## src/rtl/mips_pkg.sv

```systemverilog
// Shared constants for the multi-cycle MIPS controller: ALU codes, opcode/funct values,
// datapath mux encodings, the FSM state enum and the ALU-decode class selector.
package mips_pkg;
    localparam int ALU_CTRL_W = 4;
    localparam int OPCODE_W   = 6;

    localparam logic [ALU_CTRL_W-1:0] ALU_AND = 4'b0000;
    localparam logic [ALU_CTRL_W-1:0] ALU_OR  = 4'b0001;
    localparam logic [ALU_CTRL_W-1:0] ALU_ADD = 4'b0010;
    localparam logic [ALU_CTRL_W-1:0] ALU_SUB = 4'b0110;
    localparam logic [ALU_CTRL_W-1:0] ALU_SLL = 4'b0111;
    localparam logic [ALU_CTRL_W-1:0] ALU_XOR = 4'b1001;
    localparam logic [ALU_CTRL_W-1:0] ALU_NOR = 4'b1010;

    localparam logic [OPCODE_W-1:0] OP_RTYPE = 6'h00;
    localparam logic [OPCODE_W-1:0] OP_J     = 6'h02;
    localparam logic [OPCODE_W-1:0] OP_BEQ   = 6'h04;
    localparam logic [OPCODE_W-1:0] OP_BNE   = 6'h05;
    localparam logic [OPCODE_W-1:0] OP_ADDI  = 6'h08;
    localparam logic [OPCODE_W-1:0] OP_ADDIU = 6'h09;
    localparam logic [OPCODE_W-1:0] OP_ANDI  = 6'h0C;
    localparam logic [OPCODE_W-1:0] OP_ORI   = 6'h0D;
    localparam logic [OPCODE_W-1:0] OP_XORI  = 6'h0E;
    localparam logic [OPCODE_W-1:0] OP_LW    = 6'h23;
    localparam logic [OPCODE_W-1:0] OP_SW    = 6'h2B;

    localparam logic [OPCODE_W-1:0] FN_SLL  = 6'h00;
    localparam logic [OPCODE_W-1:0] FN_ADD  = 6'h20;
    localparam logic [OPCODE_W-1:0] FN_ADDU = 6'h21;
    localparam logic [OPCODE_W-1:0] FN_SUB  = 6'h22;
    localparam logic [OPCODE_W-1:0] FN_SUBU = 6'h23;
    localparam logic [OPCODE_W-1:0] FN_AND  = 6'h24;
    localparam logic [OPCODE_W-1:0] FN_OR   = 6'h25;
    localparam logic [OPCODE_W-1:0] FN_XOR  = 6'h26;
    localparam logic [OPCODE_W-1:0] FN_NOR  = 6'h27;

    localparam logic [1:0] SRCB_REGB  = 2'b00;
    localparam logic [1:0] SRCB_FOUR  = 2'b01;
    localparam logic [1:0] SRCB_IMM   = 2'b10;
    localparam logic [1:0] SRCB_BROFF = 2'b11;

    localparam logic [1:0] PCSRC_ALU    = 2'b00;
    localparam logic [1:0] PCSRC_ALUOUT = 2'b01;
    localparam logic [1:0] PCSRC_JUMP   = 2'b10;

    typedef enum logic [3:0] {
        S_IDLE, S_FETCH, S_DECODE, S_MEMADR, S_MEMRD, S_MEMWB, S_MEMWR,
        S_RTYPE_EX, S_RTYPE_WB, S_IMM_EX, S_IMM_WB, S_BRANCH, S_JUMP, S_TRAP
    } state_e;

    typedef enum logic [2:0] {
        CLS_NONE, CLS_ADD, CLS_SUB, CLS_RTYPE, CLS_IMM
    } alu_cls_e;
endpackage

```

## src/rtl/mips_alu_decode.sv

```systemverilog
// Combinational ALU decode: (state class, opcode, funct) -> alu_control, imm_zext, legal.
module mips_alu_decode
    import mips_pkg::*;
(
    input  alu_cls_e                alu_cls,
    input  logic [OPCODE_W-1:0]     opcode,
    input  logic [OPCODE_W-1:0]     funct,
    output logic [ALU_CTRL_W-1:0]   alu_control,
    output logic                    imm_zext,
    output logic                    legal
);
    always_comb begin
        alu_control = ALU_AND;
        imm_zext    = 1'b0;
        legal       = 1'b1;
        case (alu_cls)
            CLS_ADD: alu_control = ALU_ADD;
            CLS_SUB: alu_control = ALU_SUB;
            CLS_RTYPE: begin
                case (funct)
                    FN_ADD, FN_ADDU: alu_control = ALU_ADD;
                    FN_SUB, FN_SUBU: alu_control = ALU_SUB;
                    FN_AND:          alu_control = ALU_AND;
                    FN_OR:           alu_control = ALU_OR;
                    FN_XOR:          alu_control = ALU_XOR;
                    FN_NOR:          alu_control = ALU_NOR;
                    FN_SLL:          alu_control = ALU_SLL;
                    default: begin
                        alu_control = ALU_ADD;
                        legal       = 1'b0;
                    end
                endcase
            end
            CLS_IMM: begin
                // Logical immediates zero-extend; arithmetic ones sign-extend.
                case (opcode)
                    OP_ADDI, OP_ADDIU: alu_control = ALU_ADD;
                    OP_ANDI: begin alu_control = ALU_AND; imm_zext = 1'b1; end
                    OP_ORI:  begin alu_control = ALU_OR;  imm_zext = 1'b1; end
                    OP_XORI: begin alu_control = ALU_XOR; imm_zext = 1'b1; end
                    default: begin
                        alu_control = ALU_ADD;
                        legal       = 1'b0;
                    end
                endcase
            end
            default: ;
        endcase
    end
endmodule

```

## src/rtl/mips_multicycle_ctrl.sv

```systemverilog
// Multi-cycle MIPS main control FSM (fetch/decode/execute/mem/writeback).
// MCTRL_ILLEGAL_TRAP_EN: illegal opcode/funct locks into TRAP with illegal_op=1; otherwise it acts as a NOP.
module mips_multicycle_ctrl
    import mips_pkg::*;
(
    input  logic                    clk,
    input  logic                    rst_n,
    input  logic [OPCODE_W-1:0]     opcode,
    input  logic [OPCODE_W-1:0]     funct,
    input  logic                    alu_zero,
    input  logic                    mem_ready,
    output logic                    pc_write,
    output logic                    iord,
    output logic                    mem_read,
    output logic                    mem_write,
    output logic                    ir_write,
    output logic                    reg_dst,
    output logic                    mem_to_reg,
    output logic                    reg_write,
    output logic                    alu_src_a,
    output logic [1:0]              alu_src_b,
    output logic                    imm_zext,
    output logic [1:0]              pc_source,
    output logic [ALU_CTRL_W-1:0]   alu_control
`ifdef MCTRL_ILLEGAL_TRAP_EN
    ,
    output logic                    illegal_op
`endif
);
`ifdef MCTRL_ILLEGAL_TRAP_EN
    localparam state_e S_ILLEGAL = S_TRAP;
`else
    localparam state_e S_ILLEGAL = S_FETCH;
`endif

    state_e   state_q, state_d;
    alu_cls_e alu_cls;
    logic     legal;

    always_ff @(posedge clk or negedge rst_n) begin
        if (!rst_n) state_q <= S_IDLE;
        else        state_q <= state_d;
    end

    // Class selection depends on state only, so the legal feedback below is loop-free.
    always_comb begin
        case (state_q)
            S_FETCH, S_DECODE, S_MEMADR: alu_cls = CLS_ADD;
            S_RTYPE_EX:                  alu_cls = CLS_RTYPE;
            S_IMM_EX:                    alu_cls = CLS_IMM;
            S_BRANCH:                    alu_cls = CLS_SUB;
            default:                     alu_cls = CLS_NONE;
        endcase
    end

    mips_alu_decode u_alu_decode (
        .alu_cls     (alu_cls),
        .opcode      (opcode),
        .funct       (funct),
        .alu_control (alu_control),
        .imm_zext    (imm_zext),
        .legal       (legal)
    );

    always_comb begin
        state_d    = state_q;
        pc_write   = 1'b0;
        iord       = 1'b0;
        mem_read   = 1'b0;
        mem_write  = 1'b0;
        ir_write   = 1'b0;
        reg_dst    = 1'b0;
        mem_to_reg = 1'b0;
        reg_write  = 1'b0;
        alu_src_a  = 1'b0;
        alu_src_b  = SRCB_REGB;
        pc_source  = PCSRC_ALU;
`ifdef MCTRL_ILLEGAL_TRAP_EN
        illegal_op = 1'b0;
`endif
        case (state_q)
            S_IDLE: state_d = S_FETCH;
            S_FETCH: begin
                mem_read  = 1'b1;
                alu_src_b = SRCB_FOUR;
                if (mem_ready) begin
                    ir_write = 1'b1;
                    pc_write = 1'b1;
                    state_d  = S_DECODE;
                end
            end
            S_DECODE: begin
                // ALU precomputes the branch target while the opcode is dispatched.
                alu_src_b = SRCB_BROFF;
                case (opcode)
                    OP_RTYPE:                                  state_d = S_RTYPE_EX;
                    OP_LW, OP_SW:                              state_d = S_MEMADR;
                    OP_BEQ, OP_BNE:                            state_d = S_BRANCH;
                    OP_J:                                      state_d = S_JUMP;
                    OP_ADDI, OP_ADDIU, OP_ANDI, OP_ORI, OP_XORI: state_d = S_IMM_EX;
                    default:                                   state_d = S_ILLEGAL;
                endcase
            end
            S_MEMADR: begin
                alu_src_a = 1'b1;
                alu_src_b = SRCB_IMM;
                state_d   = (opcode == OP_SW) ? S_MEMWR : S_MEMRD;
            end
            S_MEMRD: begin
                mem_read = 1'b1;
                iord     = 1'b1;
                if (mem_ready) state_d = S_MEMWB;
            end
            S_MEMWB: begin
                reg_write  = 1'b1;
                mem_to_reg = 1'b1;
                state_d    = S_FETCH;
            end
            S_MEMWR: begin
                mem_write = 1'b1;
                iord      = 1'b1;
                if (mem_ready) state_d = S_FETCH;
            end
            S_RTYPE_EX: begin
                alu_src_a = 1'b1;
                state_d   = legal ? S_RTYPE_WB : S_ILLEGAL;
            end
            S_RTYPE_WB: begin
                reg_write = 1'b1;
                reg_dst   = 1'b1;
                state_d   = S_FETCH;
            end
            S_IMM_EX: begin
                alu_src_a = 1'b1;
                alu_src_b = SRCB_IMM;
                state_d   = S_IMM_WB;
            end
            S_IMM_WB: begin
                reg_write = 1'b1;
                state_d   = S_FETCH;
            end
            S_BRANCH: begin
                alu_src_a = 1'b1;
                pc_source = PCSRC_ALUOUT;
                pc_write  = (opcode == OP_BNE) ? !alu_zero : alu_zero;
                state_d   = S_FETCH;
            end
            S_JUMP: begin
                pc_source = PCSRC_JUMP;
                pc_write  = 1'b1;
                state_d   = S_FETCH;
            end
            S_TRAP: begin
`ifdef MCTRL_ILLEGAL_TRAP_EN
                illegal_op = 1'b1;
`endif
                state_d = S_TRAP;
            end
            default: state_d = S_IDLE;
        endcase
    end
endmodule
```

## config.mk

```make
export PLATFORM = sky130hd
export DESIGN_NAME = mips_multicycle_ctrl
export DESIGN_NICKNAME = d
export VERILOG_FILES = /design/src/rtl/mips_pkg.sv /design/src/rtl/mips_alu_decode.sv /design/src/rtl/mips_multicycle_ctrl.sv
export SDC_FILE = /design/constraint.sdc
export NUM_CORES = 1
export LEC_CHECK = 0
export CORE_MARGIN = 2
export CORE_UTILIZATION = 43
export DETAILED_ROUTE_END_ITERATION = 10
export PLACE_DENSITY = 0.92
export SLEW_MARGIN = 20
export SYNTH_ARGS = -nofsm -noshare
export SYNTH_HDL_FRONTEND = slang
export SYNTH_SLANG_ARGS = --single-unit
```

## constraint.sdc

```tcl
create_clock -name clk -period 4.03 [get_ports clk]
set_input_delay 0.806 -clock clk [delete_from_list [all_inputs] [get_ports clk]]
set_output_delay 0.806 -clock clk [all_outputs]
set_load 0.01 [all_outputs]
```

Yosys cells after proc, flatten, opt, wreduce, memory -nomap -nowiden
Cells that the tools add are included.
{"block": "word_totals", "register_bits": 4, "inputBits": 16, "output_inout_bits": 18, "wordCells": 86}
{"block": "op_classes", "mux": 29, "reduce_logical": 18, "eq_ne": 38}
{"op": "6-bit == test (second input constant)", "n": 10}
{"op": "4-bit case mux with 9 select lines", "n": 1}
{"op": "6-bit by 4-bit == test with 1-bit output (second input constant)", "n": 5}
{"op": "4-bit == test (second input constant)", "n": 6}
{"op": "4-bit case mux with 6 select lines", "n": 1}
{"op": "4-bit case mux with 5 select lines", "n": 1}
{"op": "4-bit by 3-bit == test with 1-bit output (second input constant)", "n": 4}
{"op": "4-bit 2-to-1 mux", "n": 4}
{"op": "4-bit case mux with 4 select lines", "n": 1}
{"op": "1-bit 2-to-1 mux", "n": 14}
{"op": "6-bit by 3-bit == test with 1-bit output (second input constant)", "n": 2}
{"op": "6-bit logical NOT", "n": 2}
{"op": "3-bit case mux with 4 select lines", "n": 1}
{"op": "4-bit case mux with 3 select lines", "n": 1}
{"op": "2-bit OR reduction", "n": 6}
{"op": "3-bit OR reduction", "n": 3}
{"op": "9-bit OR reduction", "n": 1}
{"op": "4-bit by 2-bit == test with 1-bit output (second input constant)", "n": 2}
{"op": "3-bit by 2-bit == test with 1-bit output (second input constant)", "n": 2}
{"op": "6-bit by 2-bit == test with 1-bit output (second input constant)", "n": 1}
{"op": "2-bit inequality test (second input constant)", "n": 3}
{"op": "2-bit case mux with 3 select lines", "n": 1}
{"op": "6-bit OR reduction", "n": 1}
{"op": "5-bit OR reduction", "n": 1}
{"op": "11 further kinds", "n": 11}

Logic depth before layout (Yosys ltp)
{"block": "depth", "word_depth": 7, "depth_mapped": 5, "mapped_depth_nobuf": 4}

Modules after synthesis
Synthesis repeated with hierarchy kept, for this count alone.
{"block": "hier_totals", "cells_unflattened": 122, "hier_area_um2": 795.8}
{"mod": "mips_multicycle_ctrl", "seq_area_each_um2": 100.1, "area_per_inst_um2": 578.1, "cells_per_inst": 87, "instances": 1}
{"mod": "mips_alu_decode", "seq_area_each_um2": 0.0, "area_per_inst_um2": 217.7, "cells_per_inst": 35, "instances": 1}

Worst setup path after synthesis
Ideal clock, no wire load.
{"block": "synth_timing", "path_type": "input to output", "startpoint": "input funct[3]", "endpoint": "output alu_control[2]", "arrival_ns": 1.722, "n_path_buf": 0, "required_ns": 3.224, "cell_stages": 2, "path_slack_ns": 1.502, "path_cell_list": "or4_4 -> o31ai_1"}
{"block": "synth_via", "elab_chain_cells": 4, "elab_cells_between_ends": 10, "classes_between": "6 x eq/ne; 2 x mux; 2 x reduce/logical"}
{"element": "from (decl)", "line_no": "mips_multicycle_ctrl.sv:9", "source": "input logic [OPCODE_W-1:0] funct,"}
{"element": "6-bit == test", "line_no": "mips_alu_decode.sv:20", "source": "case (funct)"}
{"element": "2-bit OR reduction", "line_no": "mips_alu_decode.sv:20"}
{"element": "4-bit case mux with 6 select lines (*)", "line_no": "mips_alu_decode.sv:20"}
{"element": "4-bit case mux with 4 select lines (*)", "line_no": "mips_alu_decode.sv:16", "source": "case (alu_cls)"}
{"element": "to (decl)", "line_no": "mips_multicycle_ctrl.sv:24", "source": "output logic [ALU_CTRL_W-1:0] alu_control"}
Every way passes the cells marked *; elsewhere a longest branch is shown, timed or not.

Final worst setup path
{"block": "layout_timing", "startpoint": "input opcode[2]", "endpoint": "output alu_control[3]"}
{"block": "layout_via", "elab_chain_cells": 3, "elab_cells_between_ends": 5, "classes_between": "3 x eq/ne; 2 x mux"}
{"element": "from (decl)", "line_no": "mips_multicycle_ctrl.sv:8", "source": "input logic [OPCODE_W-1:0] opcode,"}
{"element": "6-bit by 4-bit == test with 1-bit output", "line_no": "mips_alu_decode.sv:36", "source": "case (opcode)"}
{"element": "4-bit case mux with 3 select lines (*)", "line_no": "mips_alu_decode.sv:36"}
{"element": "4-bit case mux with 4 select lines (*)", "line_no": "mips_alu_decode.sv:16"}
Marked as above.

==> out/qor.yml <==
numPortBuffers: 33
place.gp.congestion: 0.815
setup_violations: 0
clock_latency_ns: 0.25
netSwitchingFraction: 0.458
slowest_delay_ns: 0.59
peakVddDrop_mv: 0.276
tns_ns: 0
initial_core_util: 0.461
drt_iter0_drc: 32
core-area_um2: 1510
fin_nets: 152
syn_inst: 107
largest-register: "state_q"
intPower_mw: 0.264
cts_root_buf: "clkbuf_4"
drv_slew: 0
crit_fanout: 6
clk_pin_slew_ns: 0.04
grt_pass1_wl_um: 3390
fin_util: 0.676
firstDrtPassIters: 4
timing.final.hold_violations: 0
rows: 14
ys_types: 38
critPathBufInv: 2
startpoint_type: "input pin"
tightest_slew_ns: 0.524
cts.sinks: 4
crit_path_frequent_cell: "clkdlybuf4s50_1"
preCtsSetupSlack_ns: 0.514
ctsResizeCount: 0
grt_max_degree: 20
cts_buffers: 3
track_usage: 0.228
largest_register_ffs: 4
cts_setup_buffers: 0
synth-seq-cells: 4
first_global_vias: 744
worst_hold_path_type: "in -> async"
ant_nets: 0
n_antenna_cell: 0
clkPwrFrac: 0.113
fp.dieH_um: 44.2
min_period_ns: 3.50
netlist_area_um2: 694
cp-end-kind: "output pin"
die_area_um2: 1950
drive_gt1_frac: 0.0522
syn_to_final_growth_pct: 46.7
seq_power_share: 0.234
max_freq_mhz: 285
overflow: 0
synth_edf_count: 0
slowest_stage: "clkdlybuf4s50_1"
htreeDepth: 1
required_ns: 3.22
routedWlPerCell_um: 13.3
synthArstFlopShare: 1.00
power_density_nw_per_um2: 478
yosys_warnings: 0
tritoncts: "yes"
cp_cell_sequence: "clkdlybuf4s50_1, nand2_1, nor3_1, nand3_1, o32ai_1, clkdlybuf4s50_1"
remaining_drc_errors: 0
cts_buffer_depth: 2
ios: 34
fin_crit_sh: 0.870
wirelength_um: 2000
setup_ws_ns: 0.525
synth.avg_cell_area_um2: 6.49
vias: 913
relSlewSlack: 0.651
cts_hold_buf: 0
setup.worst_path.class: "in -> out"
die_x_um: 44.2
rsz0062_at_grt: "false"
cp.arrival_ns: 2.70
syn_nets: 123
power_switching_mw: 0.223
ys.flop_type: "dfrtp_1"
p_comb_frac: 0.653
dp_hpwl_um: 1480
critical_path.top_delay_family: "buffers and inverters"
drt-vias-per-instance: 6.09
maxCapViolCount: 0
ys_seq_area_frac: 0.144
skew_ns: 0.00148
fin_hold_ws_ns: 0.771
p_leak_nw: 0.370
largest_registers: "state_q (4)"
outcome: "completed"
antenna_found_initial: 0
worst reg2reg max path, stage by stage (launching register included):
cell and delay [ns]:
dfrtp_1 0.66, nand2b_1 0.20, or3_1 0.38, a221oi_1 0.31
a221oi_1 0.08
cell type report:
| class | count | area, µm² |
|---|---|---|
| clock buffer | 3 | 22.5 |
| fill | 134 | 488 |
| inverter | 4 | 15.0 |
| multi-input combinational | 90 | 531 |
| sequential | 4 | 100 |
| tap | 16 | 20.0 |
| timing repair buffer | 33 | 330 |
cells by family (layout without fill, tap and decap cells):
kind of cell / after synthesis / after routing / share of synthesized area
and+or+nand+nor: 56 / 56 / 0.438
DFF: 4 / 4 / 0.144
AOI/OAI and AO/OA: 31 / 31 / 0.288
xor gates and xnor gates: 3 / 3 / 0.0378
buffers and inverters: 13 / 40 / 0.0919
cells in the mapped netlist, types with 2 or more instances:
| cell type | number | share of area |
|---|---|---|
| nand4b_1 | 2 | 0.025 |
| nor3_1 | 9 | 0.065 |
| nand3_1 | 4 | 0.029 |
| a21oi_1 | 8 | 0.058 |
| or3_1 | 3 | 0.027 |
| buf_2 | 3 | 0.022 |
| nor2b_1 | 3 | 0.027 |
| nor4_1 | 2 | 0.018 |
| o31ai_1 | 2 | 0.022 |
| o21ai_0 | 6 | 0.043 |
| dfrtp_1 | 4 | 0.14 |
| clkbuf_1 | 3 | 0.016 |
| nor2_1 | 11 | 0.059 |
| inv_1 | 4 | 0.022 |
| nand2b_1 | 4 | 0.036 |
| a221oi_1 | 2 | 0.025 |
| xnor2_1 | 2 | 0.025 |
| o22ai_1 | 4 | 0.036 |
| a31oi_1 | 2 | 0.018 |
| nand2_1 | 11 | 0.059 |
cells in the final DEF, fill, tap and decap left out, drive strengths merged, types with 3 or more instances in the layout:
| cell | count |
|---|---|
| dfrtp | 4 |
| a21oi | 8 |
| o21ai | 6 |
| nand2 | 11 |
| clkdlybuf4s50 | 33 |
| clkbuf | 3 |
| nor2b | 3 |
| nand3 | 4 |
| nand2b | 5 |
| o22ai | 4 |
| nor2 | 11 |
| nor3 | 9 |
| inv | 4 |
| or3 | 3 |
metrics by stage:
step,area (µm²),cells,power (mW)
after floorplan,694,107,0.288
after global placement,996,147,0.419
after detailed placement,996,147,0.425
after CTS,1020,150,0.481
after global routing,1020,150,0.527
final,1020,150,0.487
per-layer routing:
metal | routed length, µm | track usage
met5 | 0 | 0
met4 | 19 | 0.0667
met3 | 170 | 0.0408
met2 | 919 | 0.326
met1 | 893 | 0.344
path summary, 6_finish.rpt:
check / startpoint / endpoint / slack (ns) / depth (start not counted)
max: opcode[2] / alu_control[3] / 0.53 / 6
min: rst_n / state_q[3] / 0.77 / 1
max reg2reg: state_q[0] / state_q[0] / 2.25 / 4
min reg2reg: state_q[3] / state_q[0] / 0.85 / 1
max in group asynchronous: rst_n / state_q[2] / 3.08 / 1
min in group clk: state_q[3] / state_q[0] / 0.85 / 1
power by group through the flow:
stage                     clock [mW]  combinational (mW)  sequential (mW)
after floorplan                    0               0.228           0.0604
after global placement             0               0.307            0.111
after detailed placement           0               0.313            0.112
after CTS                     0.0536               0.316            0.111
after global routing          0.0592               0.347            0.121
final                         0.0551               0.318            0.114
Note: power is estimated with default switching activity, not from simulation.
